`config.mk`:
```
export PLATFORM = sky130hd
export DESIGN_NAME = conv_frame_sequencer_flat
export DESIGN_NICKNAME = d
export VERILOG_FILES = /design/src/rtl/conv_pkg.sv /design/src/rtl/conv_frame_sequencer_if.sv /design/src/rtl/frame_addr_gen.sv /design/src/rtl/conv_frame_sequencer.sv /design/src/flat_wrapper.sv
export SDC_FILE = /design/constraint.sdc
export NUM_CORES = 1
export LEC_CHECK = 0
export ABC_AREA = 1
export CAP_MARGIN = 40
export CELL_PAD_IN_SITES_DETAIL_PLACEMENT = 1
export CELL_PAD_IN_SITES_GLOBAL_PLACEMENT = 1
export CORE_MARGIN = 1.5
export CORE_UTILIZATION = 36
export CTS_CLUSTER_DIAMETER = 150
export DETAILED_ROUTE_END_ITERATION = 7
export GPL_ROUTABILITY_DRIVEN = 0
export PLACE_DENSITY = 0.84
export SETUP_SLACK_MARGIN = 0.2
export SLEW_MARGIN = 5
export SYNTH_ARGS = -nofsm -noshare
export SYNTH_HDL_FRONTEND = slang
export SYNTH_SLANG_ARGS = --single-unit
```
`constraint.sdc`:
```
create_clock -name clk -period 1.8 [get_ports clk]
set_input_delay 0.36 -clock clk [delete_from_list [all_inputs] [get_ports clk]]
set_output_delay 0.36 -clock clk [all_outputs]
set_load 0.05 [all_outputs]
```
`src/rtl/conv_pkg.sv`:
```
// Shared types and sizing helpers for the convolution frame sequencer.
package conv_pkg;

    typedef enum logic [1:0] {
        IDLE  = 2'd0,
        FEED  = 2'd1,
        DRAIN = 2'd2,
        DONE  = 2'd3
    } state_t;

    localparam int DEF_I_F_BW = 8;
    localparam int DEF_IX     = 28;
    localparam int DEF_IY     = 28;
    localparam int DEF_KX     = 5;
    localparam int DEF_KY     = 5;

    // Number of valid (non-padded) kernel positions over the frame.
    function automatic int nwin(input int ix, input int iy, input int kx, input int ky);
        return (ix - kx + 1) * (iy - ky + 1);
    endfunction

    // Counter wide enough to hold max_val itself without wrapping.
    function automatic int cnt_w(input int max_val);
        return $clog2(max_val) + 1;
    endfunction

    localparam int DEF_NPIX   = DEF_IX * DEF_IY;
    localparam int DEF_NWIN   = nwin(DEF_IX, DEF_IY, DEF_KX, DEF_KY);
    localparam int DEF_ADDR_W = $clog2(DEF_NPIX);
    localparam int DEF_WIN_W  = cnt_w(DEF_NWIN);

endpackage

```
`src/rtl/conv_frame_sequencer_if.sv`:
```
// Frame-RAM, line-buffer and controller signals of the frame sequencer.
interface conv_frame_sequencer_if #(
    parameter int I_F_BW = 8,
    parameter int ADDR_W = 10
);
    logic              i_start;
    logic              i_ds_ready;
    logic              o_rd_en;
    logic [ADDR_W-1:0] o_rd_addr;
    logic [I_F_BW-1:0] i_rd_data;
    logic              o_pix_valid;
    logic [I_F_BW-1:0] o_pix;
    logic              i_win_valid;
    logic              o_busy;
    logic              o_done;
    logic              o_err;

    modport master (
        input  i_start, i_ds_ready, i_rd_data, i_win_valid,
        output o_rd_en, o_rd_addr, o_pix_valid, o_pix, o_busy, o_done, o_err
    );

    modport slave (
        output i_start, i_ds_ready, i_rd_data, i_win_valid,
        input  o_rd_en, o_rd_addr, o_pix_valid, o_pix, o_busy, o_done, o_err
    );
endinterface

```
`src/rtl/frame_addr_gen.sv`:
```
// Row-major frame address counter; holds at the last address instead of wrapping.
module frame_addr_gen #(
    parameter int DEPTH  = 784,
    parameter int ADDR_W = 10
) (
    input  logic              clk,
    input  logic              reset,
    input  logic              clr,
    input  logic              en,
    output logic [ADDR_W-1:0] addr,
    output logic              last
);
    assign last = (addr == ADDR_W'(DEPTH - 1));

    always_ff @(posedge clk or posedge reset) begin
        if (reset) begin
            addr <= '0;
        end else if (clr) begin
            addr <= '0;
        end else if (en && !last) begin
            addr <= addr + 1'b1;
        end
    end
endmodule

```
`src/rtl/conv_frame_sequencer.sv`:
```
// Streams one IX*IY frame from a 1-cycle frame RAM to the 5x5 window stage and counts returned windows.
// FRAME_TIMEOUT_EN adds a DRAIN watchdog that raises o_err and forces the frame to finish.
module conv_frame_sequencer
    import conv_pkg::*;
#(
    parameter int I_F_BW  = DEF_I_F_BW,
    parameter int IX      = DEF_IX,
    parameter int IY      = DEF_IY,
    parameter int KX      = DEF_KX,
    parameter int KY      = DEF_KY,
    parameter int TIMEOUT = 1024
) (
    input  logic                   clk,
    input  logic                   reset,
    conv_frame_sequencer_if.master bus
);
    localparam int NPIX   = IX * IY;
    localparam int ADDR_W = $clog2(NPIX);
    localparam int NW     = nwin(IX, IY, KX, KY);
    localparam int WIN_W  = cnt_w(NW);

    state_t            state;
    logic [WIN_W-1:0]  win_cnt;
    logic [ADDR_W-1:0] addr;
    logic              rd_en;
    logic              rd_last;
    logic              pix_valid;
    logic              start_ok;
    logic              win_hit;
    logic              win_full;
    logic              timeout_hit;

    assign start_ok = (state == IDLE) && bus.i_start;
    assign rd_en    = (state == FEED) && bus.i_ds_ready;
    assign win_hit  = bus.i_win_valid && ((state == FEED) || (state == DRAIN));
    assign win_full = (win_cnt == WIN_W'(NW));

    frame_addr_gen #(
        .DEPTH  (NPIX),
        .ADDR_W (ADDR_W)
    ) u_addr_gen (
        .clk   (clk),
        .reset (reset),
        .clr   (start_ok),
        .en    (rd_en),
        .addr  (addr),
        .last  (rd_last)
    );

    assign bus.o_rd_en     = rd_en;
    assign bus.o_rd_addr   = addr;
    assign bus.o_pix_valid = pix_valid;
    assign bus.o_pix       = bus.i_rd_data;
    assign bus.o_busy      = (state == FEED) || (state == DRAIN);
    assign bus.o_done      = (state == DONE);

`ifdef FRAME_TIMEOUT_EN
    localparam int WD_W = $clog2(TIMEOUT + 1);

    logic [WD_W-1:0] wd;
    logic            err_q;

    // wd counts cycles since the last window, the strobe cycle itself being 1.
    assign timeout_hit = (state == DRAIN) && !win_full && !bus.i_win_valid &&
                         (wd == WD_W'(TIMEOUT - 1));

    always_ff @(posedge clk or posedge reset) begin
        if (reset) begin
            wd    <= '0;
            err_q <= 1'b0;
        end else if (start_ok) begin
            wd    <= '0;
            err_q <= 1'b0;
        end else if ((state == DRAIN) && !win_full) begin
            if (bus.i_win_valid) begin
                wd <= WD_W'(1);
            end else if (timeout_hit) begin
                err_q <= 1'b1;
            end else begin
                wd <= wd + 1'b1;
            end
        end
    end

    assign bus.o_err = err_q;
`else
    logic unused_timeout;
    assign unused_timeout = |TIMEOUT;
    assign timeout_hit    = 1'b0;
    assign bus.o_err      = 1'b0;
`endif

    always_ff @(posedge clk or posedge reset) begin
        if (reset) begin
            state     <= IDLE;
            win_cnt   <= '0;
            pix_valid <= 1'b0;
        end else begin
            pix_valid <= rd_en;

            // A strobe coinciding with the last read is counted before DRAIN is entered.
            if (start_ok) begin
                win_cnt <= '0;
            end else if (win_hit && !win_full) begin
                win_cnt <= win_cnt + 1'b1;
            end

            case (state)
                IDLE:    if (bus.i_start) state <= FEED;
                FEED:    if (rd_en && rd_last) state <= DRAIN;
                DRAIN:   if (win_full || timeout_hit) state <= DONE;
                DONE:    state <= IDLE;
                default: state <= IDLE;
            endcase
        end
    end
endmodule
```
`src/flat_wrapper.sv`:
```
// flat-port wrapper written by rule: the top's interface ports become plain ports
module conv_frame_sequencer_flat import conv_pkg::*;
#(
    parameter int I_F_BW  = DEF_I_F_BW,
    parameter int IX      = DEF_IX,
    parameter int IY      = DEF_IY,
    parameter int KX      = DEF_KX,
    parameter int KY      = DEF_KY,
    parameter int TIMEOUT = 1024
)
  (clk, reset, bus_i_start, bus_i_ds_ready, bus_i_rd_data, bus_i_win_valid, bus_o_rd_en, bus_o_rd_addr, bus_o_pix_valid, bus_o_pix, bus_o_busy, bus_o_done, bus_o_err);
  conv_frame_sequencer_if #(.I_F_BW(I_F_BW)) bus_i ();
  input  logic clk;
  input  logic reset;
  input wire logic [$bits(bus_i.i_start)-1:0] bus_i_start;
  input wire logic [$bits(bus_i.i_ds_ready)-1:0] bus_i_ds_ready;
  input wire logic [$bits(bus_i.i_rd_data)-1:0] bus_i_rd_data;
  input wire logic [$bits(bus_i.i_win_valid)-1:0] bus_i_win_valid;
  output wire logic [$bits(bus_i.o_rd_en)-1:0] bus_o_rd_en;
  output wire logic [$bits(bus_i.o_rd_addr)-1:0] bus_o_rd_addr;
  output wire logic [$bits(bus_i.o_pix_valid)-1:0] bus_o_pix_valid;
  output wire logic [$bits(bus_i.o_pix)-1:0] bus_o_pix;
  output wire logic [$bits(bus_i.o_busy)-1:0] bus_o_busy;
  output wire logic [$bits(bus_i.o_done)-1:0] bus_o_done;
  output wire logic [$bits(bus_i.o_err)-1:0] bus_o_err;
  assign bus_i.i_start = bus_i_start;
  assign bus_i.i_ds_ready = bus_i_ds_ready;
  assign bus_i.i_rd_data = bus_i_rd_data;
  assign bus_i.i_win_valid = bus_i_win_valid;
  assign bus_o_rd_en = bus_i.o_rd_en;
  assign bus_o_rd_addr = bus_i.o_rd_addr;
  assign bus_o_pix_valid = bus_i.o_pix_valid;
  assign bus_o_pix = bus_i.o_pix;
  assign bus_o_busy = bus_i.o_busy;
  assign bus_o_done = bus_i.o_done;
  assign bus_o_err = bus_i.o_err;
  conv_frame_sequencer #(.I_F_BW(I_F_BW), .IX(IX), .IY(IY), .KX(KX), .KY(KY), .TIMEOUT(TIMEOUT)) u_core (.clk(clk), .reset(reset), .bus(bus_i));
endmodule
```
# Word level (Yosys, flattened, before mapping)
# Index checks and enable logic that the tools add are counted.
dict set report word_totals {
  mem_bits_rw 0
  out_inout_bits 23
  word_cells 35
  latchBits 0
  n_memories 0
  ff_bits 24
  mem_bits_ro 0
  input_bits 13
}
dict set report classes {
  multipliers 0
  reduce_logical 13
  eq_ne 8
  n_lt_le_gt_ge 0
  shift 0
  add_sub_neg 2
  n_div 0
  bitwise_logic 0
  mux 8
}
# operator count
set op_table {}
lappend op_table {{$mux W11} 2}
lappend op_table {{$mux W10} 2}
lappend op_table {{$add A11 B1 Y11 const B} 1}
lappend op_table {{$eq A11 B10 Y1 const B} 1}
lappend op_table {{$add A10 B1 Y10 const B} 1}
lappend op_table {{$eq A10 B10 Y1 const B} 1}
lappend op_table {{$pmux W2 S4} 1}
lappend op_table {{$logic_and A1 B1 Y1} 6}
lappend op_table {{$mux W2} 3}
lappend op_table {{$eq A2 B2 Y1 const B} 2}
lappend op_table {{$ne A2 B2 Y1 const B} 2}
lappend op_table {{$reduce_bool A2 Y1} 2}
lappend op_table {{$reduce_and A3 Y1} 1}
lappend op_table {{$eq A2 B1 Y1 const B} 1}
lappend op_table {{$logic_not A1 Y1} 2}
lappend op_table {{$logic_not A2 Y1} 1}
lappend op_table {{$ne A2 B1 Y1 const B} 1}
lappend op_table {{$logic_or A1 B1 Y1} 1}

# Longest topological paths before layout
dict set report logic_depth {
  ltp_word 6
  ltp_mapped 10
  mapped_depth_nobuf 10
}

# Cells and area by module
# Synthesis repeated with hierarchy kept, for this count alone.
dict set report hier_totals {
  hier_cells 241
  area_unflattened_um2 1714.1
}
# module area_per_inst_um2 n_inst cells_per_inst seq_area_each_um2
set modules_own_cells {}
lappend modules_own_cells {conv_frame_sequencer 1012.2 1 143 350.3}
lappend modules_own_cells {frame_addr_gen 701.9 1 98 250.2}

# Worst setup path before layout
# OpenSTA, ideal clock, no wires.
dict set report synth_path {
  path_kind {reg2reg}
  startpoint {register u_core.u_addr_gen.addr[1]}
  endpoint {register u_core.u_addr_gen.addr[4]}
  stages_incl_launch_ff 10
  arrival_ps 1689
  setup_time_ps 76
  n_path_buf 0
  t_required_ps 1724
  period_less_slack_ps 1765
  path_slack_ps 35
  cell_sequence {dfrtp_1 ha_1 nand2_2 nor2_4 inv_2 nor2_4 nor2_4 nor2_8 nand2_1 o21ai_1}
}
dict set report synth_between {
  elab_chain_cells 4
  elab_cells_between_ends 7
  classes_between {add/sub: 1; eq/ne: 1; mux: 2; reduce/logical: 3}
}
# element line_no
set synth_rtl {}
lappend synth_rtl {{start, declared} frame_addr_gen.sv:10} ;# output logic [ADDR_W-1:0] addr,
lappend synth_rtl {{start signal, assigned} frame_addr_gen.sv:21} ;# addr <= addr + 1'b1;
lappend synth_rtl {{parallel branches: the longest is 4 deep, another holds $add A10 B1 Y10} --}
# Parallel ways; which one is timed is not known. The select of a mux whose other input is x is not followed.
# A chain may end at the register's enable or synchronous reset.

# Worst setup path after layout
dict set report layout_path {
  startpoint {register u_core.state[0]}
  endpoint {output port bus_o_done}
}
dict set report layout_between {
  elab_chain_cells 1
}
# element line_no
set layout_rtl {}
lappend layout_rtl {{start, declared} conv_frame_sequencer.sv:22} ;# state_t state;
lappend layout_rtl {{start signal, assigned} conv_frame_sequencer.sv:95} ;# state <= IDLE;
lappend layout_rtl {{start signal, assigned} conv_frame_sequencer.sv:109} ;# IDLE: if (bus.i_start) state <= FEED;
lappend layout_rtl {{start signal, assigned} conv_frame_sequencer.sv:110} ;# FEED: if (rd_en && rd_last) state <= DRAIN;
lappend layout_rtl {{$eq A2 B2 Y1} conv_frame_sequencer.sv:55} ;# assign bus.o_done = (state == DONE);
lappend layout_rtl {{end, declared} flat_wrapper.sv:24} ;# output wire logic [$bits(bus_i.o_done)-1:0] bus_o_done;
# No other way between the ends.

==> flow_summary.json <==
{
  "grt_pass1_vias": 1636,
  "utilization_pct": 48.4,
  "rsz0062_at_grt": "yes",
  "ff2ff_path_depth": 10,
  "crit_buf_inv": 2,
  "outcome": "finished clean",
  "htree_levels": 1,
  "hold_ws_ns": 0.437,
  "place_area_sq_mm": 0.00186,
  "start_kind": "flop",
  "fin_crit_ns": 1.57,
  "grt_pass1_wl_microns": 7310,
  "worst_ep_required_time_ns": 1.44,
  "fin_skew_ns": 0.00410,
  "dieHeight_microns": 70.6,
  "place.detailed.hpwl_microns": 3170,
  "io_buffers": 18,
  "fin_crit_sh_pct": 87.2,
  "synth.distinct_cells": 23,
  "diodes": 0,
  "start_util_pct": 37.6,
  "crit_path_end_kind": "output pin",
  "areaGrowthSynthToFinish_pct": 28.9,
  "r2r_end": "u_core.u_addr_gen.addr[4]$_DFFE_PP0P_",
  "grt_overflow": 0,
  "cp_data_arrival_time_ns": 1.21,
  "core_sq_mm": 0.00438,
  "setup_viol_count_final": 0,
  "wl_per_cell_microns": 14.6,
  "finalHoldViolCount": 0,
  "startpoint": "u_core.state[0]$_DFFE_PP0P_",
  "tns_ns": 0,
  "drt-initial-drc-count": 36,
  "path_class": "reg -> out",
  "avgViaCountPerCell": 5.18,
  "power.density_mw_per_mm2": 1250,
  "r2r-start": "u_core.u_addr_gen.addr[0]$_DFFE_PP0P_",
  "ant_nets": 0,
  "cts_buffer_depth": 2,
  "ir_worst_vdd_mv": 0.530,
  "grt_max_degree": 25,
  "yosys_warnings": 0,
  "cts_tree": "done",
  "p_leak_uw": 0.00109,
  "nNetsFinal": 279,
  "slew_violations": 0,
  "r2r_slack_ns": 0.26,
  "ys_seq_elements": 24,
  "cts_sinks": 24,
  "syn_avg_cell_area_sq_um": 7.16,
  "ys_seq_area_share_pct": 36.5,
  "dr_total_vias": 1607,
  "firstDrtPassIters": 4,
  "antenna_found_initial": 0,
  "dieArea_sq_mm": 0.00499,
  "syn_nets": 250,
  "drive_gt1_share_pct": 24.8,
  "crit_chain": "buf_4, ha_2, buf_12",
  "worstSkewPairLatency_ns": 0.27,
  "track_usage_pct": 18.1,
  "row_count": 24,
  "wl_microns": 4520,
  "drv_cap": 0,
  "fin_area_sq_mm": 0.00212,
  "final_cell_count_no_fill": 310,
  "syn_area_sq_mm": 0.00165,
  "cts.clk_slew.worst_paths_ns": 0.10,
  "numCtsBuffers": 3,
  "critPathMaxStageDelay_ns": 0.45,
  "drc": 0,
  "cts.root.buffer_cell": "clkbuf_8",
  "io_pins": 36,
  "hp-class": "in -> async",
  "syn_inst": 230,
  "chipWidth_microns": 70.6,
  "crit_family": "flip-flops",
  "crit_slowest_cell": "dfrtp_2",
  "critPathMaxFanout": 4,
  "dp_cells": 294,
  "max_freq_mhz": 637
}
==> repair_timing <==
| action | CTS | global route |
|---|---|---|
| hold buffers | 0 | 0 |
| resized for setup | 6 | 26 |
| gates cloned | 0 | 1 |
| pin swaps | 0 | 8 |
| endpoints found under the setup margin | 15 | 25 |
| setup buffers | 3 | 8 |
==> sequential cells by signal, summed over array words and instances, names as in the netlist <==
name                    flops
u_core.bus.o_pix_valid      1
u_core.state                2
u_core.u_addr_gen.addr     10
u_core.win_cnt             11
==> synth_stat cells (all sizes together) <==
library cell | n | area [sq um]
xor2 | 6 | 52.6
conb | 1 | 3.75
clkbuf | 2 | 7.51
buf | 10 | 72.6
nor3 | 1 | 5.00
or2 | 1 | 6.26
dfrtp | 24 | 601
nand3 | 23 | 115
clkinv | 1 | 3.75
o211ai | 1 | 7.51
o21ai | 12 | 60.1
nand4 | 17 | 106
nand2 | 71 | 269
ha | 7 | 87.6
inv | 31 | 116
o21bai | 3 | 22.5
nor2 | 19 | 110
==> worst max path at each step <==
stage | to | slack, ns | cells past startpoint
finish | bus_o_done | 0.23 | 3
detailed placement | u_core.u_addr_gen.addr[5]$_DFFE_PP0P_ | 0.08 | 4
CTS | bus_o_busy | 0.17 | 3
global route | u_core.win_cnt[9]$_DFFE_PP0P_ | 0.16 | 10
global placement | u_core.u_addr_gen.addr[5]$_DFFE_PP0P_ | 0.12 | 4
floorplan | u_core.u_addr_gen.addr[4]$_DFFE_PP0P_ | 0.20 | 9
==> where the power goes <==
group / leakage (uW) / switching (uW) / internal (uW)
combinational: 0.000730 / 857 / 601
sequential: 0.000324 / 87.5 / 619
clock: 0.0000357 / 194 / 298
total: 0.00109 / 1140 / 1520
==> metrics by stage <==
step	total power, uW	worst slack, ns
CTS	2450	0.174
global placement	1840	0.122
finish	2660	0.230
detailed placement	1870	0.0830
floorplan	1470	0.203
global route	2820	0.160
==> worst reg2reg max path, stage by stage, from the launching register on <==
cell and delay (ns):
dfrtp_2 0.42, ha_4 0.15, nand2_2 0.08, nor2_4 0.15
inv_2 0.07, nor2_4 0.12, nor2_4 0.06, buf_12 0.14
nor2_8 0.14, nand2_1 0.07, o21ai_1 0.07
==> final cells by class <==
type / count / area [sq um]
tap: 52 / 65.1
multi-input combinational: 163 / 927
clock buffer: 3 / 41.3
sequential: 24 / 604
timing repair buffer: 35 / 327
inverter: 32 / 128
fill: 554 / 2260
clock inverter: 1 / 30.0
==> metal layers <==
metal | share of wire [%] | global-route usage [%]
met1 | 41 | 20.8
met2 | 56 | 35.4
met5 | 0 | 0
met3 | 2.6 | 3.56
met4 | 0.38 | 2.52
==> layout by cell type (no fill, tap or decap), types with 5 or more instances in the layout <==
cell type / synthesis / routed
buf_4: 9 / 26
inv_2: 1 / 5
inv_1: 30 / 24
nor2_4: 3 / 5
nand4_1: 17 / 17
nor2_1: 15 / 13
nand3_1: 23 / 22
dfrtp_1: 24 / 21
o21ai_1: 3 / 8
xor2_1: 6 / 6
nand2_1: 70 / 67
==> kinds of logic (layout without fill, tap and decap cells) <==
| logic type | after synthesis | count (layout) | share of synthesized area (%) |
|---|---|---|---|
| AOI/OAI and AO/OA | 16 | 16 | 5.47 |
| and+or+nand+nor | 132 | 133 | 37.2 |
| other | 1 | 1 | 0.228 |
| buffers and inverters | 44 | 71 | 12.2 |
| adders and majority gates | 7 | 7 | 5.32 |
| DFF | 24 | 24 | 36.5 |
| xor gates and xnor gates | 6 | 6 | 3.19 |
(Power assumes the default switching activity.)
